$ cat config.mk
export PLATFORM = sky130hd
export DESIGN_NAME = pipeline_ctrl
export DESIGN_NICKNAME = d
export VERILOG_FILES = /design/src/rtl/pipeline_ctrl.sv
export SDC_FILE = /design/constraint.sdc
export NUM_CORES = 1
export LEC_CHECK = 0
export ABC_CLOCK_PERIOD_IN_PS = 3100
export CORE_ASPECT_RATIO = 0.75
export CORE_MARGIN = 4
export CORE_UTILIZATION = 35
export DETAILED_ROUTE_END_ITERATION = 16
export GPL_TIMING_DRIVEN = 1
export HOLD_SLACK_MARGIN = 0.1
export PLACE_DENSITY_LB_ADDON = 0.3
export RECOVER_POWER = 50
export SETUP_SLACK_MARGIN = 0.3
export SYNTH_ARGS = -nofsm -noshare
export SYNTH_HDL_FRONTEND = slang
export SYNTH_SLANG_ARGS = --single-unit
$ cat constraint.sdc
create_clock -name clk -period 3.1 [get_ports clk]
set_input_delay 0.465 -clock clk [delete_from_list [all_inputs] [get_ports clk]]
set_output_delay 0.465 -clock clk [all_outputs]
set_load 0.1 [all_outputs]
$ cat src/rtl/pipeline_ctrl.sv
// Hazard and stall controller for the 5-stage pipeline: load enables and
// bubble strobes for PC and the pipeline registers, load-use and branch
// hazard resolution, bounded data-memory wait, stall counter and sticky
// memory-timeout flag.
module pipeline_ctrl #(
  parameter int unsigned MEM_TIMEOUT = 16,
  parameter int unsigned STALL_CNT_W = 16
) (
  input  logic                   clk,
  input  logic                   rst,
  input  logic [4:0]             id_rs,
  input  logic [4:0]             id_rt,
  input  logic                   id_uses_rs,
  input  logic                   id_uses_rt,
  input  logic                   ex_mem_read,
  input  logic [4:0]             ex_rt,
  input  logic                   branch_taken,
  input  logic                   dmem_req,
  input  logic                   dmem_ready,
  output logic                   pc_en,
  output logic                   if_id_en,
  output logic                   id_ex_en,
  output logic                   ex_mem_en,
  output logic                   mem_wb_en,
  output logic                   if_id_flush,
  output logic                   id_ex_flush,
  output logic                   mem_wb_flush,
  output logic                   dmem_start,
  output logic                   mem_error,
  output logic [STALL_CNT_W-1:0] stall_cycles
);

  localparam int unsigned WCNT_W = 8;
  localparam logic [WCNT_W-1:0] WCNT_LAST = WCNT_W'(MEM_TIMEOUT - 1);

  localparam logic [0:0] RUN      = 1'b0;
  localparam logic [0:0] MEM_WAIT = 1'b1;

  logic [0:0]        state, state_nxt;
  logic [WCNT_W-1:0] wcnt, wcnt_nxt;
  logic              err_set;
  logic              normal;
  logic              freeze;
  logic              load_use;

  // Load in EX whose destination is read by the instruction in ID
  assign load_use = ex_mem_read && (ex_rt != 5'd0) &&
                    ((id_uses_rs && (id_rs == ex_rt)) ||
                     (id_uses_rt && (id_rt == ex_rt)));

  // Next-state and Mealy strobe generation
  always_comb begin
    state_nxt    = state;
    wcnt_nxt     = wcnt;
    err_set      = 1'b0;
    normal       = 1'b0;
    freeze       = 1'b0;
    pc_en        = 1'b1;
    if_id_en     = 1'b1;
    id_ex_en     = 1'b1;
    ex_mem_en    = 1'b1;
    mem_wb_en    = 1'b1;
    if_id_flush  = 1'b0;
    id_ex_flush  = 1'b0;
    mem_wb_flush = 1'b0;
    dmem_start   = 1'b0;

    case (state)
      RUN: begin
        if (dmem_req) begin
          freeze     = 1'b1;
          dmem_start = 1'b1;
          state_nxt  = MEM_WAIT;
          wcnt_nxt   = '0;
        end else begin
          normal = 1'b1;
        end
      end
      MEM_WAIT: begin
        if (dmem_ready) begin
          normal    = 1'b1;
          state_nxt = RUN;
          wcnt_nxt  = '0;
        end else if (wcnt == WCNT_LAST) begin
          // Forced release: drop the never-arriving read data
          normal       = 1'b1;
          mem_wb_flush = 1'b1;
          err_set      = 1'b1;
          state_nxt    = RUN;
          wcnt_nxt     = '0;
        end else begin
          freeze   = 1'b1;
          wcnt_nxt = wcnt + WCNT_W'(1);
        end
      end
      default: begin
        state_nxt = RUN;
        wcnt_nxt  = '0;
      end
    endcase

    if (freeze) begin
      pc_en     = 1'b0;
      if_id_en  = 1'b0;
      id_ex_en  = 1'b0;
      ex_mem_en = 1'b0;
      mem_wb_en = 1'b0;
    end

    // Branch squash outranks the load-use bubble
    if (normal) begin
      if (branch_taken) begin
        if_id_flush = 1'b1;
        id_ex_flush = 1'b1;
      end else if (load_use) begin
        pc_en       = 1'b0;
        if_id_en    = 1'b0;
        id_ex_flush = 1'b1;
      end
    end

    // Held in reset: nothing loads, every stage bubbles
    if (!rst) begin
      pc_en        = 1'b0;
      if_id_en     = 1'b0;
      id_ex_en     = 1'b0;
      ex_mem_en    = 1'b0;
      mem_wb_en    = 1'b0;
      if_id_flush  = 1'b1;
      id_ex_flush  = 1'b1;
      mem_wb_flush = 1'b1;
      dmem_start   = 1'b0;
    end
  end

  // State, wait counter, sticky error and saturating stall counter
  always_ff @(posedge clk or negedge rst) begin
    if (!rst) begin
      state        <= RUN;
      wcnt         <= '0;
      mem_error    <= 1'b0;
      stall_cycles <= '0;
    end else begin
      state <= state_nxt;
      wcnt  <= wcnt_nxt;
      if (err_set) begin
        mem_error <= 1'b1;
      end
      if (!pc_en && (stall_cycles != {STALL_CNT_W{1'b1}})) begin
        stall_cycles <= stall_cycles + STALL_CNT_W'(1);
      end
    end
  end

endmodule

== Word-level counts from Yosys, hierarchy flattened ==
Cells that the tools add are included.

* Register bits: 26
* Bits in latches: 0
* Memory bits (writable): 0
* ROM bits: 0
* Bits of input ports: 23
* Output and inout bits: 26
* Word-level logic and storage cells: 50
* Memories: 0

* $add $sub $neg: 2
* Multipliers: 0
* Div/mod/pow operators: 0
* $lt $le $gt $ge: 0
* Eq/ne operators: 5
* Shifts and indexed selects: 0
* Multiplexer cells: 30
* Bitwise logic cells: 1
* Reduce and logical (&&, ||, !) cells: 8

{| class="wikitable"
|+ Operator list
! kind !! number
|-
| 1-bit two-way mux || 24
|-
| 8-bit two-way mux || 3
|-
| 16-bit by 1-bit adder with 16-bit output, second input constant || 1
|-
| 16-bit != test, second input constant || 1
|-
| 8-bit one-hot mux with 2 select lines || 1
|-
| 5-bit equality test || 2
|-
| 8-bit by 1-bit adder with 8-bit output, second input constant || 1
|-
| 8-bit by 4-bit equality test with 1-bit output, second input constant || 1
|-
| 1-bit logical AND || 5
|-
| 5-bit nonzero test || 1
|-
| 1-bit one-hot mux with 2 select lines || 2
|-
| 2-bit != test, second input constant || 1
|-
| 1-bit zero test || 1
|-
| 1-bit logical OR || 1
|-
| 1-bit NOT || 1
|}

== Longest topological paths before layout ==
* Word-level depth: 11
* Mapped depth: 8
* Gate-level depth less buffers: 7

== Worst setup path after synthesis ==
OpenSTA, ideal clock, no wires.

* Path type: input-to-output
* From: input port ex_rt[1]
* To: output port pc_en
* Arrival time: 4.193 ns
* Data required time: 2.635 ns
* Slack: -1.558 ns
* Cell stages on the path: 5
* Path buffers: 1
* Path through: or4_1 o21ai_0 nor2_1 a211oi_1 buf_4

* Word-level cells in the longest chain between the ends: 8
* Elaborated cells on any way between the ends: 12
* Classes of those cells: eq/ne (2); mux (4); reduce/logical (6)

{| class="wikitable"
|+ Ends and longest elaborated chain
! element !! RTL line !! source
|-
| start, declared || 16 || <nowiki>input logic [4:0] ex_rt,</nowiki>
|-
| 5-bit equality test (on tied branches) || 48, 49 ||
|-
| 1-bit logical AND (on tied branches) || 48, 49 ||
|-
| 1-bit logical OR || 48 || <nowiki>((id_uses_rs && (id_rs == ex_rt)) ||</nowiki>
|-
| 1-bit logical AND * || 47 || <nowiki>assign load_use = ex_mem_read && (ex_rt != 5'd0) &&</nowiki>
|-
| 1-bit two-way mux * (4 in a row) || n/a ||
|-
| end, declared || 20 || <nowiki>output logic pc_en,</nowiki>
|}

Mark *: on every way between the ends. The rest lies on a longest branch, timed or not.

== Worst setup path after layout ==
* From: input port ex_rt[4]
* To: output port if_id_en

* Word-level cells in the longest chain between the ends: 8
* Elaborated cells on any way between the ends: 12
* Classes of those cells: eq/ne (2); mux (4); reduce/logical (6)

{| class="wikitable"
|+ Ends and longest elaborated chain
! element !! RTL line !! source
|-
| 5-bit equality test (on tied branches) || 48, 49 ||
|-
| 1-bit logical AND (on tied branches) || 48, 49 ||
|-
| 1-bit logical OR || 48 ||
|-
| 1-bit logical AND * || 47 ||
|-
| 1-bit two-way mux * || 115 || <nowiki>end else if (load_use) begin</nowiki>
|-
| 1-bit two-way mux * || 112 || <nowiki>if (branch_taken) begin</nowiki>
|-
| 1-bit two-way mux * || 111 || <nowiki>if (normal) begin</nowiki>
|-
| 1-bit two-way mux * || 123 || <nowiki>if (!rst) begin</nowiki>
|-
| end, declared || 21 || <nowiki>output logic if_id_en,</nowiki>
|}

Marked as above.

==> results.md <==
* Grt ovf at 0
* Post-synthesis sequential area ratio at 44.2%
* R2r setup slk at 0.68 ns
* Skew final at 0.00609 ns
* Seq. cell area at 651 um^2
* Dpl ws at 0.228 ns
* CTS max path bufs at 2
* Number of global-route vias before repair at 1240
* Wire per inst at 12.9 um
* Die area at 0.00532 mm^2
* Syn nets at 181
* Clk_lat worst skew at 0.27 ns
* Max H-tree Level at 1
* DR vias at 1314
* Clock sinks at 26
* Yosys reg bits at 26
* Starting DRT DRC Count at 49
* CP required at 2.63 ns
* Final Hold Viols at 0
* Post-detail-place hpwl at 2680 um
* Num CTS Buffers at 3
* Initial Util at 36.3%
* Crit path arrival time at 2.21 ns
* P&R area growth vs syn at 46.3%
* PD cells at 997 mW/mm^2
* Worst vdd ir at 0.991 mV
* Overall routed net length at 3420 um
* Part of the cycle the worst path needs at 86.4%
* Final slew viol count at 0
* Fmax achieved at 374 MHz
* Via density at 4.94
* Multi-input logic area at 798 um^2
* Avg Inst Size Synth at 9.44 um^2
* Remaining antenna violation count after routing at 0
* Min-Delay Path Class: reg -> reg
* Outcome: finished clean
* Synth Warn # at 0
* Gp weighted congestion at 0.771
* Final setup violation count at 0
* CTS tree: built
* First-pass GRT wire length at 5620 um
* PortBufs at 48
* Library cells used by synthesis at 29
* Number of max-cap violations at 0
* Die height at 64.2 um
* Crit path kind: in -> out
* Unrepaired setup endpoints after global routing: no
* Clk slew on worst S/H paths at 0.09 ns
* Initial antenna violation count at 0
* IO Pins at 49
* CP endpoint kind: output port
* Fillers at 391
* Actual slew at the worst max-slew pin at 1.17 ns
* CP startpoint kind: input pin
* Mapped Area at 0.00147 mm^2
* Worst-path fanout max at 3
* Total GRT Usage at 12.8%
* Cell row count at 20
* # nets final at 237
* Clock root buffer: clkbuf_8
* N_diodes at 0
* Hold_ws at 0.470 ns
* Final WS setup at 0.423 ns
* Largest net degree at the start of global routing at 16
* Fraction of layout cells with a size suffix above 1 at 18.0%
* Final setup TNS at 0 ns
* Slew HR at 22.4%
* Leakage power at 0.922 nW
* Hold buffer count at cts at 0
* Die width at 82.9 um
* # DRC at 0
* Inst Count DP at 261
* Post-Synthesis Cells at 156
* Total core area at 0.00405 mm^2
* Tmin final at 2.68 ns
* First drt pass iteration count at 4
* Non-Filler Instances at 266
[worst max-delay path, stage by stage]
cell and delay, ns:
clkdlybuf4s50_1 0.48, or4_4 0.44, o21ai_2 0.16, nor2_1 0.08, a211oi_4 0.36, buf_12 0.22
[per-layer routing]
metal | global-route usage (%) | routed length, um
met1 | 16.9 | 1620
met2 | 21.0 | 1540
met3 | 4.51 | 245
met4 | 1.22 | 10
met5 | 0 | 0
[registers in the layout (all words and copies together), names as in the netlist]
name          flops
wcnt              8
state             1
stall_cycles     16
mem_error         1
[per-stage QoR]
step / util, % / cell area [um^2] / total power, mW
2_1_floorplan: - / 1490 / 1.59
3_3_place_gp: 51.8 / 2100 / 1.91
3_5_place_dp: 51.8 / 2100 / 1.92
4_1_cts: 53.7 / 2180 / 2.20
5_1_grt: 53.1 / 2150 / 2.25
6_report: 53.1 / 2150 / 2.15
[synthesized netlist by cell type, drive strengths merged]
cell	instances	area share, %
ha	2	1.7
mux2	1	0.76
or4	2	1.0
nor2b	2	0.85
o21ai	15	5.1
nand2	14	3.6
nor4	3	1.3
or3	2	1.2
xnor2	12	7.1
nor3	7	2.7
inv	3	0.76
nand4	8	3.4
a31oi	2	1.3
buf	4	2.3
nand2b	4	1.7
a211oi	1	0.51
nor2	19	4.8
dfrtp	26	44
xor2	13	7.7
o31ai	1	1.4
and3	4	1.7
nand3	8	2.7
a22o	1	0.59
a21oi	1	1.1
o22ai	1	0.43
[layout by cell type, fill, tap and decap left out, types with 2 or more instances in the layout]
master / count
or3_1: 2
clkbuf_1: 9
o21ai_2: 2
dlymetal6s2s_1: 3
o21ai_0: 13
clkdlybuf4s50_1: 17
dfrtp_1: 26
xor2_1: 13
xnor2_1: 12
nor2_1: 18
inv_1: 3
nor4_1: 3
nor3_1: 6
buf_4: 15
nand3_1: 8
nor2b_1: 2
dlygate4sd3_1: 2
buf_12: 9
nand2b_1: 4
nand2_1: 14
ha_1: 2
nand4_1: 8
clkbuf_8: 3
and3_1: 4
[report_power, final]
group | total (mW) | switching, mW | internal (mW)
combinational | 1.29 | 1.02 | 0.274
sequential | 0.580 | 0.136 | 0.445
clock | 0.279 | 0.106 | 0.173
[cell type report]
type / count / area share [%]
inverter: 3 / 0.523
sequential: 26 / 30.2
timing repair buffer: 55 / 25.7
tap: 55 / 3.19
clock buffer: 3 / 1.92
multi-input combinational: 123 / 37.0
clock inverter: 1 / 1.39
[logic make-up (layout without fill, tap and decap cells)]
logic type	after synthesis	count (layout)	synth area share (%)
compound gates	22	22	10.5
xor+xnor	25	25	14.9
fa+ha+maj	2	2	1.70
buf+inv	7	62	3.06
flops	26	26	44.2
mux	1	1	0.765
simple gates	73	73	25.0
[what timing repair did]
action                     in CTS  in global routing
pin swaps                       2                  2
setup endpoints to repair       5                  2
buffers inserted                1                  0
resized for setup               1                  5
[worst paths after layout]
path / depth (start not counted) / to / start
max: 6 / if_id_en / ex_rt[4]
min: 1 / mem_error / mem_error
max reg2reg: 8 / stall_cycles[13] / stall_cycles[0]
min reg2reg: 1 / mem_error / mem_error
max in group asynchronous: 2 / stall_cycles[2] / rst
min in group asynchronous: 1 / wcnt[0] / rst
Power figures use the tool's default switching activity.
